File: config.mk
export PLATFORM = sky130hd
export DESIGN_NAME = lsu_mem_ctrl_flat
export DESIGN_NICKNAME = d
export VERILOG_FILES = /design/src/rtl/riscv_lsu_pkg.sv /design/src/rtl/lsu_mem_ctrl_if.sv /design/src/rtl/lsu_align.sv /design/src/rtl/lsu_mem_ctrl.sv /design/src/flat_wrapper.sv
export SDC_FILE = /design/constraint.sdc
export NUM_CORES = 1
export LEC_CHECK = 0
export CAP_MARGIN = 15
export CORE_MARGIN = 2
export CORE_UTILIZATION = 30
export DETAILED_ROUTE_END_ITERATION = 12
export GPL_ROUTABILITY_DRIVEN = 0
export PLACE_DENSITY = 0.63
export SLEW_MARGIN = 20
export SYNTH_ARGS = -nofsm -noshare
export SYNTH_HDL_FRONTEND = slang
export SYNTH_SLANG_ARGS = --single-unit
export TNS_END_PERCENT = 10
File: constraint.sdc
create_clock -name clk -period 5.44 [get_ports clk]
set_input_delay 0.816 -clock clk [delete_from_list [all_inputs] [get_ports clk]]
set_output_delay 0.816 -clock clk [all_outputs]
set_load 0.03 [all_outputs]
File: src/rtl/riscv_lsu_pkg.sv
// Shared types and helpers for the load/store unit.
//   F3_*        : RV32I load/store funct3 codes
//   lsu_state_t : access sequencer states
//   lsu_req_t   : captured CPU request payload
//   size_bytes  : access size in bytes for a funct3
//   f3_legal    : funct3 legality for loads/stores
package riscv_lsu_pkg;

  localparam int unsigned XLEN = 32;

  localparam logic [2:0] F3_B  = 3'b000;
  localparam logic [2:0] F3_H  = 3'b001;
  localparam logic [2:0] F3_W  = 3'b010;
  localparam logic [2:0] F3_BU = 3'b100;
  localparam logic [2:0] F3_HU = 3'b101;

  typedef enum logic [1:0] {IDLE, BEAT0, BEAT1, DONE} lsu_state_t;

  typedef struct packed {
    logic [XLEN-1:0] addr;
    logic [XLEN-1:0] wdata;
    logic            write;
    logic [2:0]      funct3;
  } lsu_req_t;

  // Low two funct3 bits encode the access size for every legal code.
  function automatic logic [2:0] size_bytes(input logic [2:0] funct3);
    case (funct3[1:0])
      2'b00:   return 3'd1;
      2'b01:   return 3'd2;
      default: return 3'd4;
    endcase
  endfunction

  function automatic logic f3_legal(input logic [2:0] funct3, input logic write);
    if (write) return (funct3 == F3_B) || (funct3 == F3_H) || (funct3 == F3_W);
    return (funct3 == F3_B) || (funct3 == F3_H) || (funct3 == F3_W) ||
           (funct3 == F3_BU) || (funct3 == F3_HU);
  endfunction

endpackage

File: src/rtl/lsu_mem_ctrl_if.sv
// Bus bundle for lsu_mem_ctrl: CPU request/response and RAM port.
//   master : CPU + RAM environment (drives req_*, mem_rdata)
//   slave  : the load/store unit (drives req_ready, rsp_*, mem_* controls)
interface lsu_mem_ctrl_if #(
  parameter int unsigned WIDTH  = 32,
  parameter int unsigned MEM_AW = 10
);
  logic              req_valid;
  logic              req_ready;
  logic [WIDTH-1:0]  req_addr;
  logic [WIDTH-1:0]  req_wdata;
  logic              req_write;
  logic [2:0]        req_funct3;
  logic              rsp_valid;
  logic [WIDTH-1:0]  rsp_rdata;
  logic              rsp_err;
  logic [MEM_AW-1:0] mem_addr;
  logic              mem_re;
  logic              mem_we;
  logic [3:0]        mem_be;
  logic [WIDTH-1:0]  mem_wdata;
  logic [WIDTH-1:0]  mem_rdata;

  modport master (
    output req_valid, req_addr, req_wdata, req_write, req_funct3, mem_rdata,
    input  req_ready, rsp_valid, rsp_rdata, rsp_err,
           mem_addr, mem_re, mem_we, mem_be, mem_wdata
  );

  modport slave (
    input  req_valid, req_addr, req_wdata, req_write, req_funct3, mem_rdata,
    output req_ready, rsp_valid, rsp_rdata, rsp_err,
           mem_addr, mem_re, mem_we, mem_be, mem_wdata
  );
endinterface

File: src/rtl/lsu_align.sv
// Combinational lane alignment for the load/store unit.
//   Store path: off/size/wdata -> 8-lane byte enables and 64-bit shifted data.
//   Load path : two RAM words (hi = latest beat, lo = first beat of a split)
//               -> lane-shifted, sign/zero-extended result per funct3.
module lsu_align
  import riscv_lsu_pkg::*;
(
  input  logic [1:0]      off,
  input  logic [2:0]      size,
  input  logic [2:0]      funct3,
  input  logic            split,
  input  logic [XLEN-1:0] wdata,
  input  logic [XLEN-1:0] rdata_hi,
  input  logic [XLEN-1:0] rdata_lo,
  output logic [7:0]      be8_c,
  output logic [63:0]     wd64_c,
  output logic [XLEN-1:0] load_c
);
  logic [7:0]      mask;
  logic [5:0]      sh;
  logic [63:0]     r64;
  logic [XLEN-1:0] r;

  assign sh = {1'b0, off, 3'b000};

  // Store lanes: mask of 'size' bytes moved up to the start offset.
  always_comb begin
    mask = 8'h0F;
    case (size)
      3'd1:    mask = 8'h01;
      3'd2:    mask = 8'h03;
      default: mask = 8'h0F;
    endcase
    be8_c  = mask << off;
    wd64_c = {32'h0, wdata} << sh;
  end

  // Load lanes: realign to bit 0, then extend.
  always_comb begin
    r64    = split ? {rdata_hi, rdata_lo} : {32'h0, rdata_hi};
    r      = XLEN'(r64 >> sh);
    load_c = r;
    case (funct3)
      F3_B:    load_c = {{24{r[7]}}, r[7:0]};
      F3_H:    load_c = {{16{r[15]}}, r[15:0]};
      F3_BU:   load_c = {24'h0, r[7:0]};
      F3_HU:   load_c = {16'h0, r[15:0]};
      default: load_c = r;
    endcase
  end
endmodule

File: src/rtl/lsu_mem_ctrl.sv
// Load/store unit between the CPU data port and a synchronous word RAM.
// One request per handshake; misaligned accesses crossing a word boundary
// take two RAM beats. All bus outputs are registered.
//   clk, reset (async, active-low)
//   bus (slave): req_valid/ready/addr/wdata/write/funct3, rsp_valid/rdata/err,
//                mem_addr/re/we/be/wdata, mem_rdata
// Optional: define LSU_MISALIGN_TRAP_EN to reject any access whose offset is
// not a multiple of its size (rsp_err, no RAM beats).
module lsu_mem_ctrl
  import riscv_lsu_pkg::*;
#(
  parameter int unsigned WIDTH  = 32,
  parameter int unsigned MEM_AW = 10
) (
  input  logic          clk,
  input  logic          reset,
  lsu_mem_ctrl_if.slave bus
);
  lsu_state_t        state_q, state_n;
  lsu_req_t          req_in, req_q, req_sel;
  logic              err_q, err_n;
  logic              rdy_q;
  logic [WIDTH-1:0]  lo_q;

  logic              rsp_valid_q, rsp_valid_n;
  logic [WIDTH-1:0]  rsp_rdata_q, rsp_rdata_n;
  logic              rsp_err_q, rsp_err_n;
  logic [MEM_AW-1:0] mem_addr_q, mem_addr_n;
  logic              mem_re_q, mem_re_n;
  logic              mem_we_q, mem_we_n;
  logic [3:0]        mem_be_q, mem_be_n;
  logic [WIDTH-1:0]  mem_wdata_q, mem_wdata_n;

  logic [1:0]        off;
  logic [2:0]        size;
  logic              split;
  logic [MEM_AW-1:0] word;
  logic              misalign;
  logic              accept;
  logic              bad;
  logic [7:0]        be8;
  logic [63:0]       wd64;
  logic [XLEN-1:0]   load_data;
  logic              unused_addr_hi;

  assign req_in = '{addr: bus.req_addr, wdata: bus.req_wdata,
                    write: bus.req_write, funct3: bus.req_funct3};

  // In IDLE the live request feeds the decode so BEAT0 outputs can be
  // registered on the accept edge; afterwards the captured copy is used.
  assign req_sel = (state_q == IDLE) ? req_in : req_q;

  assign off            = req_sel.addr[1:0];
  assign size           = size_bytes(req_sel.funct3);
  assign split          = (4'(off) + 4'(size)) > 4'd4;
  assign word           = req_sel.addr[MEM_AW+1:2];
  assign unused_addr_hi = ^req_sel.addr[XLEN-1:MEM_AW+2];
  assign accept         = bus.req_valid && rdy_q;

`ifdef LSU_MISALIGN_TRAP_EN
  assign misalign = ((size == 3'd2) && off[0]) || ((size == 3'd4) && (off != 2'b00));
`else
  assign misalign = 1'b0;
`endif

  assign bad = !f3_legal(req_sel.funct3, req_sel.write) || misalign;

  lsu_align u_align (
    .off      (off),
    .size     (size),
    .funct3   (req_sel.funct3),
    .split    (split),
    .wdata    (req_sel.wdata),
    .rdata_hi (bus.mem_rdata),
    .rdata_lo (lo_q),
    .be8_c    (be8),
    .wd64_c   (wd64),
    .load_c   (load_data)
  );

  // Next state, response, and the RAM controls for the state being entered.
  always_comb begin
    state_n     = state_q;
    err_n       = err_q;
    rsp_valid_n = 1'b0;
    rsp_rdata_n = '0;
    rsp_err_n   = 1'b0;
    mem_addr_n  = '0;
    mem_re_n    = 1'b0;
    mem_we_n    = 1'b0;
    mem_be_n    = '0;
    mem_wdata_n = '0;

    unique case (state_q)
      IDLE: begin
        if (accept) begin
          err_n   = bad;
          state_n = bad ? DONE : BEAT0;
        end
      end
      BEAT0:   state_n = split ? BEAT1 : DONE;
      BEAT1:   state_n = DONE;
      DONE: begin
        state_n     = IDLE;
        rsp_valid_n = 1'b1;
        rsp_err_n   = err_q;
        rsp_rdata_n = (err_q || req_q.write) ? '0 : WIDTH'(load_data);
      end
    endcase

    case (state_n)
      BEAT0: begin
        mem_addr_n  = word;
        mem_be_n    = be8[3:0];
        mem_wdata_n = WIDTH'(wd64[31:0]);
        mem_we_n    = req_sel.write;
        mem_re_n    = !req_sel.write;
      end
      BEAT1: begin
        mem_addr_n  = word + MEM_AW'(1);
        mem_be_n    = be8[7:4];
        mem_wdata_n = WIDTH'(wd64[63:32]);
        mem_we_n    = req_sel.write;
        mem_re_n    = !req_sel.write;
      end
      default: ;
    endcase
  end

  always_ff @(posedge clk or negedge reset) begin
    if (!reset) begin
      state_q     <= IDLE;
      req_q       <= '0;
      err_q       <= 1'b0;
      rdy_q       <= 1'b0;
      lo_q        <= '0;
      rsp_valid_q <= 1'b0;
      rsp_rdata_q <= '0;
      rsp_err_q   <= 1'b0;
      mem_addr_q  <= '0;
      mem_re_q    <= 1'b0;
      mem_we_q    <= 1'b0;
      mem_be_q    <= '0;
      mem_wdata_q <= '0;
    end else begin
      state_q     <= state_n;
      err_q       <= err_n;
      rdy_q       <= (state_n == IDLE);
      if ((state_q == IDLE) && accept) req_q <= req_in;
      // First beat's read data is on mem_rdata during BEAT1.
      if (state_q == BEAT1) lo_q <= bus.mem_rdata;
      rsp_valid_q <= rsp_valid_n;
      rsp_rdata_q <= rsp_rdata_n;
      rsp_err_q   <= rsp_err_n;
      mem_addr_q  <= mem_addr_n;
      mem_re_q    <= mem_re_n;
      mem_we_q    <= mem_we_n;
      mem_be_q    <= mem_be_n;
      mem_wdata_q <= mem_wdata_n;
    end
  end

  assign bus.req_ready = rdy_q;
  assign bus.rsp_valid = rsp_valid_q;
  assign bus.rsp_rdata = rsp_rdata_q;
  assign bus.rsp_err   = rsp_err_q;
  assign bus.mem_addr  = mem_addr_q;
  assign bus.mem_re    = mem_re_q;
  assign bus.mem_we    = mem_we_q;
  assign bus.mem_be    = mem_be_q;
  assign bus.mem_wdata = mem_wdata_q;
endmodule

File: src/flat_wrapper.sv
// flat-port wrapper written by rule: the top's interface ports become plain ports
module lsu_mem_ctrl_flat import riscv_lsu_pkg::*;
#(
  parameter int unsigned WIDTH  = 32,
  parameter int unsigned MEM_AW = 10
)
  (clk, reset, bus_req_valid, bus_req_addr, bus_req_wdata, bus_req_write, bus_req_funct3, bus_mem_rdata, bus_req_ready, bus_rsp_valid, bus_rsp_rdata, bus_rsp_err, bus_mem_addr, bus_mem_re, bus_mem_we, bus_mem_be, bus_mem_wdata);
  lsu_mem_ctrl_if #(.WIDTH(WIDTH), .MEM_AW(MEM_AW)) bus_i ();
  input  logic clk;
  input  logic reset;
  input wire logic [$bits(bus_i.req_valid)-1:0] bus_req_valid;
  input wire logic [$bits(bus_i.req_addr)-1:0] bus_req_addr;
  input wire logic [$bits(bus_i.req_wdata)-1:0] bus_req_wdata;
  input wire logic [$bits(bus_i.req_write)-1:0] bus_req_write;
  input wire logic [$bits(bus_i.req_funct3)-1:0] bus_req_funct3;
  input wire logic [$bits(bus_i.mem_rdata)-1:0] bus_mem_rdata;
  output wire logic [$bits(bus_i.req_ready)-1:0] bus_req_ready;
  output wire logic [$bits(bus_i.rsp_valid)-1:0] bus_rsp_valid;
  output wire logic [$bits(bus_i.rsp_rdata)-1:0] bus_rsp_rdata;
  output wire logic [$bits(bus_i.rsp_err)-1:0] bus_rsp_err;
  output wire logic [$bits(bus_i.mem_addr)-1:0] bus_mem_addr;
  output wire logic [$bits(bus_i.mem_re)-1:0] bus_mem_re;
  output wire logic [$bits(bus_i.mem_we)-1:0] bus_mem_we;
  output wire logic [$bits(bus_i.mem_be)-1:0] bus_mem_be;
  output wire logic [$bits(bus_i.mem_wdata)-1:0] bus_mem_wdata;
  assign bus_i.req_valid = bus_req_valid;
  assign bus_i.req_addr = bus_req_addr;
  assign bus_i.req_wdata = bus_req_wdata;
  assign bus_i.req_write = bus_req_write;
  assign bus_i.req_funct3 = bus_req_funct3;
  assign bus_i.mem_rdata = bus_mem_rdata;
  assign bus_req_ready = bus_i.req_ready;
  assign bus_rsp_valid = bus_i.rsp_valid;
  assign bus_rsp_rdata = bus_i.rsp_rdata;
  assign bus_rsp_err = bus_i.rsp_err;
  assign bus_mem_addr = bus_i.mem_addr;
  assign bus_mem_re = bus_i.mem_re;
  assign bus_mem_we = bus_i.mem_we;
  assign bus_mem_be = bus_i.mem_be;
  assign bus_mem_wdata = bus_i.mem_wdata;
  lsu_mem_ctrl #(.WIDTH(WIDTH), .MEM_AW(MEM_AW)) u_core (.clk(clk), .reset(reset), .bus(bus_i));
endmodule
**After elaboration in Yosys (flattened, before gate mapping)**

Cells that the tools add are included.

- Bits in registers: 166
- Input port bits: 103
- Output and inout bits: 83
- Logic and storage cells: 70

- Add/subtract/negate cells: 2
- Order comparisons: 1
- Equal/unequal tests: 12
- Shifts and indexed selects: 3
- Mux-type cells: 21
- Reductions and logical operators: 15

Operators by type and width:

| cell | number |
|---|---|
| 32-bit one-hot mux with 4 select lines | 1 |
| 32-bit two-way mux | 2 |
| 64-bit two-way mux | 1 |
| 32-bit one-hot mux with 2 select lines | 1 |
| 32-bit by 5-bit left shift with 64-bit output | 1 |
| 64-bit by 5-bit >> shifter with 32-bit output | 1 |
| 48-bit two-way mux | 1 |
| 10-bit one-hot mux with 2 select lines | 1 |
| 4-bit one-hot mux with 2 select lines | 2 |
| 10-bit by 1-bit adder with 10-bit output (second input constant) | 1 |
| 1-bit two-way mux | 8 |
| 2-bit one-hot mux with 4 select lines | 1 |
| 4-bit by 2-bit left shift with 8-bit output | 1 |
| 2-bit by 1-bit == test with 1-bit output (second input constant) | 3 |
| 2-bit == test (second input constant) | 3 |
| 3-bit by 1-bit == test with 1-bit output (second input constant) | 2 |
| 3-bit by 2-bit == test with 1-bit output (second input constant) | 2 |
| 3-bit == test (second input constant) | 2 |
| 2-bit zero test | 3 |
| 3-bit one-hot mux with 2 select lines | 1 |
| 1-bit logical OR | 5 |
| 2-bit by 3-bit adder with 4-bit output | 1 |
| 4-bit by 3-bit > comparator with 1-bit output (second input constant) | 1 |
| 2-bit two-way mux | 2 |
| 5 further kinds | 7 |

**Longest topological paths before layout**

- Word-level depth: 14
- Gate-level depth with buffers: 22
- Depth with buffers taken out: 17

**Hierarchy**

A second synthesis with hierarchy kept.

- Cells, all modules: 907
- Area, all modules: 9736.8 um^2

By module, submodules not included:

| module | instances | cells an instance | area an instance (um^2) | seq. area each (um^2) |
|---|---|---|---|---|
| lsu_mem_ctrl | 1 | 573 | 7314.5 | 4154.0 |
| lsu_align | 1 | 334 | 2422.3 | 0.0 |

**Worst setup path after synthesis**

OpenSTA, ideal clock, no wires.

- Path kind: input to register
- From: input port bus_req_addr[0]
- To: register u_core.mem_wdata_q[10], in the netlist u_core.bus.mem_wdata[10]
- Library setup time: 73 ps
- Data arrival time: 4512 ps
- Data required time: 5367 ps
- Setup slack: 856 ps
- Stages on the path: 19
- Buffers on the path: 4
- Path through: buf_2 -> mux2i_1 -> inv_2 -> buf_1 -> ha_1 -> fa_1 -> nor2_1 -> o211ai_2 -> nand2_4 -> buf_2 -> a211oi_1 -> a21oi_1 -> inv_1 -> ha_1 -> inv_1 -> clkbuf_1 -> nor2_1 -> a22oi_1 -> nor2_1

- Longest elaborated chain between the ends: 7
- Elaborated cells on any way between the ends: 9
- Classes of those cells: add/sub: 1; order compare: 1; eq/ne: 2; shift: 1; mux: 4

Ends and longest elaborated chain:

| item | line | RTL |
|---|---|---|
| start: declaration | flat_wrapper.sv:12 | `input wire logic [$bits(bus_i.req_addr)-1:0] bus_req_addr;` |
| 48-bit two-way mux * | lsu_mem_ctrl.sv:51 | `assign req_sel = (state_q == IDLE) ? req_in : req_q;` |
| 2-bit by 3-bit adder with 4-bit output * | lsu_mem_ctrl.sv:55 | `assign split = (4'(off) + 4'(size)) > 4'd4;` |
| 4-bit by 3-bit > comparator with 1-bit output * | lsu_mem_ctrl.sv:55 |  |
| 1-bit two-way mux * | lsu_mem_ctrl.sv:101 | `BEAT0: state_n = split ? BEAT1 : DONE;` |
| 2-bit one-hot mux with 4 select lines * | lsu_mem_ctrl.sv:94 | `unique case (state_q)` |
| net u_core.state_n[0] | lsu_mem_ctrl.sv:19 | `lsu_state_t state_q, state_n;` |
| 2-bit == test or 2-bit by 1-bit == test with 1-bit output (tied branches) | lsu_mem_ctrl.sv:111 | `case (state_n)` |
| 32-bit one-hot mux with 2 select lines * | lsu_mem_ctrl.sv:111 |  |
| net u_core.mem_wdata_n[10] | lsu_mem_ctrl.sv:32 | `logic [WIDTH-1:0] mem_wdata_q, mem_wdata_n;` |
| end signal: assignment | lsu_mem_ctrl.sv:159 | `mem_wdata_q <= mem_wdata_n;` |
| end: declaration | lsu_mem_ctrl.sv:32 |  |

The timed path passes the listed nets; every way through them passes the cells marked *.
A chain may end at the register's enable or synchronous reset.

**Worst setup path after layout**

- From: register u_core.state_q[1]
- To: register u_core.mem_wdata_q[16], in the netlist u_core.bus.mem_wdata[16]

- Elaborated cells on any way between the ends: 30
- Classes of those cells: add/sub: 1; order compare: 1; eq/ne: 10; shift: 1; mux: 10; reduce/logical: 7

RTL lines:

| item | line | RTL |
|---|---|---|
| start: declaration | lsu_mem_ctrl.sv:19 |  |
| start signal: assignment | lsu_mem_ctrl.sv:146 | `state_q <= state_n;` |
| 2-bit zero test | lsu_mem_ctrl.sv:51, lsu_mem_ctrl.sv:94 |  |
| 48-bit two-way mux | lsu_mem_ctrl.sv:51 |  |
| 2-bit by 1-bit == test with 1-bit output or 2-bit zero test (tied branches) | riscv_lsu_pkg.sv:28 | `case (funct3[1:0])` |
| 3-bit one-hot mux with 2 select lines | riscv_lsu_pkg.sv:28 |  |
| 2-bit by 3-bit adder with 4-bit output | lsu_mem_ctrl.sv:55 |  |
| 4-bit by 3-bit > comparator with 1-bit output | lsu_mem_ctrl.sv:55 |  |
| 1-bit two-way mux | lsu_mem_ctrl.sv:101 |  |
| 2-bit one-hot mux with 4 select lines * | lsu_mem_ctrl.sv:94 |  |
| net u_core.state_n[0] | lsu_mem_ctrl.sv:19 |  |
| 2-bit == test or 2-bit by 1-bit == test with 1-bit output (tied branches) | lsu_mem_ctrl.sv:111 |  |
| 32-bit one-hot mux with 2 select lines * | lsu_mem_ctrl.sv:111 |  |
| net u_core.mem_wdata_n[16] | lsu_mem_ctrl.sv:32 |  |

The timed path passes the listed nets; every way through them passes the cells marked *. The select of a mux whose other input is x is not followed.

==> load_flow_metrics.sql <==
INSERT INTO impl_metrics (metric_group, metric, value, unit) VALUES
('synthesis', 'synth.yosys.seq_area_share', '47.0', '%'),
('power_and_ir_drop', 'p_leak', '4.89', 'nW'),
('setup_path', 'ff2ff_path_depth', '16', ''),
('cells_and_area', 'util_after_layout', '40.0', '%'),
('setup_path', 'r2r-start', 'u_core.state_q[1]$_DFF_PN0_', ''),
('synthesis', 'synth_nets', '951', ''),
('cells_and_area', 'post_route_cells_drive_above_1_share', '17.0', '%'),
('global_route', 'grt_overflow_total', '0', ''),
('run', 'cap_violations', '0', ''),
('placement', 'dp.final_hpwl', '18.3', 'mm'),
('global_route', 'wire_length_of_the_first_global_routing_pass', '39.4', 'mm'),
('detailed_routing', 'detail_route.iter0.violations', '528', ''),
('cells_and_area', 'mostFrequentLayoutCell', 'sky130_fd_sc_hd__dfrtp_1', ''),
('cts', 'clock_latency', '0.44', 'ns'),
('sta', 'timing_worst_slew_pin_value', '0.980', 'ns'),
('cts', 'hold_buffers', '0', ''),
('sta', 'drv_slew', '0', ''),
('detailed_routing', 'routed_wl', '25.5', 'mm'),
('power_and_ir_drop', 'irDropWorstVdd', '514', 'µV'),
('detailed_routing', 'vias_per_cell', '5.09', ''),
('detailed_routing', 'detailroute.via_count', '7013', ''),
('detailed_routing', 'remaining_drc_errors', '0', ''),
('cts', 'tritoncts_num_sinks', '166', ''),
('sta', 'hold_violations', '0', ''),
('sta', 'timing.final.crit_share', '87.3', '%'),
('power_and_ir_drop', 'p_total', '8.40', 'mW'),
('synthesis', 'post_synth_instance_area', '8840', 'µm²'),
('synthesis', 'number_of_synthesized_flops_with_an_enable_pin', '0', ''),
('sta', 'finalSetupViolCount', '0', ''),
('sta', 'max_clock_freq', '0.211', 'GHz'),
('synthesis', 'post_synth_num_cell_types', '55', ''),
('global_route', 'gr-usage-all-layers', '16.5', '%'),
('die', 'placement_rows', '62', ''),
('synthesis', 'synthesis.yosys.warnings', '0', ''),
('detailed_routing', 'wirelength_per_cell', '18.5', 'µm'),
('sta', 'rsz0062_at_grt', 'no', ''),
('sta', 'final.setup.tns', '0', 'ns'),
('setup_path', 'cp-end-kind', 'flip-flop', ''),
('cells_and_area', 'syn2layout_area_growth', '30.7', '%'),
('global_route', 'number_of_global_route_vias_before_repair', '6718', ''),
('detailed_routing', 'firstDrtPassIters', '5', ''),
('cells_and_area', 'layout_common_cells', '166 x sky130_fd_sc_hd__dfrtp_1, 164 x sky130_fd_sc_hd__clkdlybuf4s50_1, 99 x sky130_fd_sc_hd__mux2_2, 94 x sky130_fd_sc_hd__mux2i_1, 81 x sky130_fd_sc_hd__nor2_1', ''),
('cts', 'post_cts_buffers', '0', ''),
('global_route', 'pin_count_of_the_biggest_net_entering_global_routing', '97', ''),
('cells_and_area', 'layout.filler_cells', '2824', ''),
('setup_path', 'critical_path.startpoint', 'u_core.state_q[1]$_DFF_PN0_', ''),
('die', 'boundaryPins', '186', ''),
('outcome', 'status', 'completed', ''),
('die', 'die_area', '30900', 'µm²'),
('global_route', 'antenna_found_initial', '2', ''),
('synthesis', 'postSynth.topFlopCell', 'sky130_fd_sc_hd__dfrtp_1', ''),
('cts', 'ctsRootBufferMaster', 'sky130_fd_sc_hd__clkbuf_16', ''),
('setup_path', 'rr_endpoint', 'u_core.bus.mem_wdata[16]$_DFF_PN0_', ''),
('detailed_routing', 'detail-route-antenna-nets', '0', ''),
('sta', 'fin_worst_skew', '0.0107', 'ns'),
('setup_path', 'worst-endpoint-required', '5.78', 'ns'),
('cts', 'max-clock-path-buffers', '2', ''),
('sta', 'max_slew_margin', '34.3', '%'),
('placement', 'port_buffers', '165', ''),
('die', 'floorplan.initialDensity', '30.6', '%'),
('setup_path', 'worstSetupStartpointType', 'flip-flop', ''),
('cells_and_area', 'design.final.nets', '1094', ''),
('worst_hold_path', 'holdCritPathClass', 'input port to asynchronous set/reset pin', ''),
('setup_path', 'timing.reg2reg.setup_slack', '0.69', 'ns'),
('cts', 'cts.htree.levels', '4', ''),
('setup_path', 'crit_type', 'flip-flop to flip-flop', ''),
('cts', 'cts_tree', 'done', ''),
('cts', 'ctsResizeCount', '0', ''),
('cts', 'cts_made_buffers', '17', ''),
('die', 'die-width', '176', 'µm'),
('synthesis', 'post_synth.cell_area_avg', '10.6', 'µm²'),
('synthesis', 'post_synth_inst_count', '837', ''),
('power_and_ir_drop', 'power_per_cell_area', '727', 'nW/µm²'),
('cts', 'clk_pin_slew', '0.08', 'ns'),
('die', 'dieHeight', '176', 'µm'),
('setup_path', 'worstPathArrival', '5.09', 'ns'),
('die', 'core', '28900', 'µm²'),
('synthesis', 'async_flop_share', '100', '%'),
('sta', 'finalCriticalPeriod', '4.75', 'ns'),
('synthesis', 'ys_seq_elements', '166', ''),
('setup_path', 'cp_max_fo', '15', '');
## where the power goes
| group | total [mW] | internal (mW) | leakage, nW | switching [mW] |
|---|---|---|---|---|
| clock network | 1.32 | 0.759 | 0.315 | 0.558 |
| registers | 2.00 | 1.75 | 2.13 | 0.249 |
| logic | 5.08 | 1.96 | 2.45 | 3.12 |
| total | 8.40 | 4.47 | 4.89 | 3.93 |
## cell type report
| class | count | area, µm² | share of cell area (%) |
|---|---|---|---|
| Multi-Input combinational cell | 601 | 4420 | 38.3 |
| Sequential cell | 166 | 4150 | 36.0 |
| Timing Repair Buffer | 185 | 1800 | 15.6 |
| Tap cell | 384 | 480 | 4.16 |
| Clock buffer | 18 | 439 | 3.80 |
| Clock inverter | 14 | 210 | 1.82 |
| Inverter | 9 | 33.8 | 0.292 |
| Antenna cell | 2 | 5.00 | 0.0433 |
## worst max-delay path by stage
| stage | endpoint | slack, ns | depth (start not counted) |
|---|---|---|---|
| after floorplan | u_core.bus.mem_wdata[10]$_DFF_PN0_ | 0.86 | 19 |
| after global placement | u_core.bus.mem_wdata[16]$_DFF_PN0_ | 0.60 | 17 |
| after detailed placement | u_core.bus.mem_wdata[19]$_DFF_PN0_ | 0.56 | 17 |
| after CTS | u_core.bus.mem_wdata[19]$_DFF_PN0_ | 0.74 | 16 |
| after global routing | u_core.bus.mem_wdata[19]$_DFF_PN0_ | 0.33 | 16 |
| final | u_core.bus.mem_wdata[16]$_DFF_PN0_ | 0.69 | 16 |
## Yosys cell counts (2+ instances only)
cell | instances | area [µm²]
sky130_fd_sc_hd__inv_1 | 7 | 26.3
sky130_fd_sc_hd__buf_4 | 4 | 30.0
sky130_fd_sc_hd__clkbuf_1 | 30 | 113
sky130_fd_sc_hd__nand2b_1 | 5 | 31.3
sky130_fd_sc_hd__a211oi_1 | 18 | 135
sky130_fd_sc_hd__nor4_1 | 5 | 31.3
sky130_fd_sc_hd__buf_1 | 9 | 33.8
sky130_fd_sc_hd__o21ai_0 | 39 | 195
sky130_fd_sc_hd__dfrtp_1 | 166 | 4150
sky130_fd_sc_hd__mux2_2 | 99 | 1110
sky130_fd_sc_hd__xor2_1 | 3 | 26.3
sky130_fd_sc_hd__nor2_1 | 81 | 304
sky130_fd_sc_hd__o21a_1 | 8 | 60.1
sky130_fd_sc_hd__nor2b_1 | 15 | 93.8
sky130_fd_sc_hd__o22ai_1 | 17 | 106
sky130_fd_sc_hd__a22oi_1 | 18 | 135
sky130_fd_sc_hd__a221oi_1 | 14 | 123
sky130_fd_sc_hd__buf_2 | 17 | 85.1
sky130_fd_sc_hd__nand3_1 | 17 | 85.1
sky130_fd_sc_hd__nand2_1 | 48 | 180
sky130_fd_sc_hd__or3_1 | 2 | 12.5
sky130_fd_sc_hd__nor3_1 | 8 | 40.0
sky130_fd_sc_hd__inv_2 | 2 | 7.51
sky130_fd_sc_hd__mux2i_1 | 95 | 951
sky130_fd_sc_hd__ha_1 | 10 | 125
sky130_fd_sc_hd__a21oi_1 | 70 | 350
sky130_fd_sc_hd__a2bb2oi_1 | 2 | 17.5
## through the flow
stage	hold WS (ns)	cells	setup WS [ns]	instance area [µm²]
2_1_floorplan	0.464	837	0.856	8840
3_3_place_gp	0.482	1345	0.603	10900
3_5_place_dp	0.489	1345	0.560	10900
4_1_cts	0.497	1377	0.738	11500
5_1_grt	0.516	1379	0.329	11500
6_report	0.450	1379	0.692	11500
## flip-flops by register name (all words and copies together) (netlist names)
signal                cells
u_core.bus.mem_wdata     32
u_core.bus.mem_be         4
u_core.req_q             48
u_core.bus.req_ready      1
u_core.bus.rsp_rdata     32
u_core.bus.mem_we         1
u_core.lo_q              32
u_core.bus.mem_addr      10
u_core.bus.rsp_valid      1
u_core.err_q              1
u_core.bus.rsp_err        1
u_core.state_q            2
u_core.bus.mem_re         1
## layer usage
layer	GRT usage (%)	vias up	part of all wire [%]	wire, µm
li1	-	3327	-	-
met5	0	-	0	0
met2	24.3	221	44	11300
met3	3.92	31	5.8	1480
met1	23.8	3434	48	12200
met4	5.85	0	2.3	582
## logic make-up (layout without fill, tap and decap cells)
logic type | Yosys count | in the layout | synth area share [%]
AOI/OAI and AO/OA | 202 | 202 | 14.3
muxes | 195 | 195 | 23.6
and+or+nand+nor | 189 | 189 | 9.53
DFF | 166 | 166 | 47.0
buffers and inverters | 70 | 226 | 3.47
adders and majority gates | 11 | 11 | 1.64
xor gates and xnor gates | 4 | 4 | 0.396
other | 0 | 2 | 0
## worst max-delay path, stage by stage, from the launching register on
cell and delay (ns):
sky130_fd_sc_hd__dfrtp_1 0.41, sky130_fd_sc_hd__inv_1 0.11, sky130_fd_sc_hd__ha_4 0.24, sky130_fd_sc_hd__o31ai_2 0.86
sky130_fd_sc_hd__ha_1 0.34, sky130_fd_sc_hd__fa_1 0.43, sky130_fd_sc_hd__o21ai_0 0.26, sky130_fd_sc_hd__nand2_2 0.16
sky130_fd_sc_hd__nand2_4 0.10, sky130_fd_sc_hd__a211oi_1 0.07, sky130_fd_sc_hd__a21oi_1 0.23, sky130_fd_sc_hd__ha_1 0.51
sky130_fd_sc_hd__inv_1 0.22, sky130_fd_sc_hd__nor2_1 0.15, sky130_fd_sc_hd__buf_4 0.25, sky130_fd_sc_hd__nor3_1 0.09
sky130_fd_sc_hd__a211oi_1 0.21
Note: power is estimated with default switching activity, not from simulation.
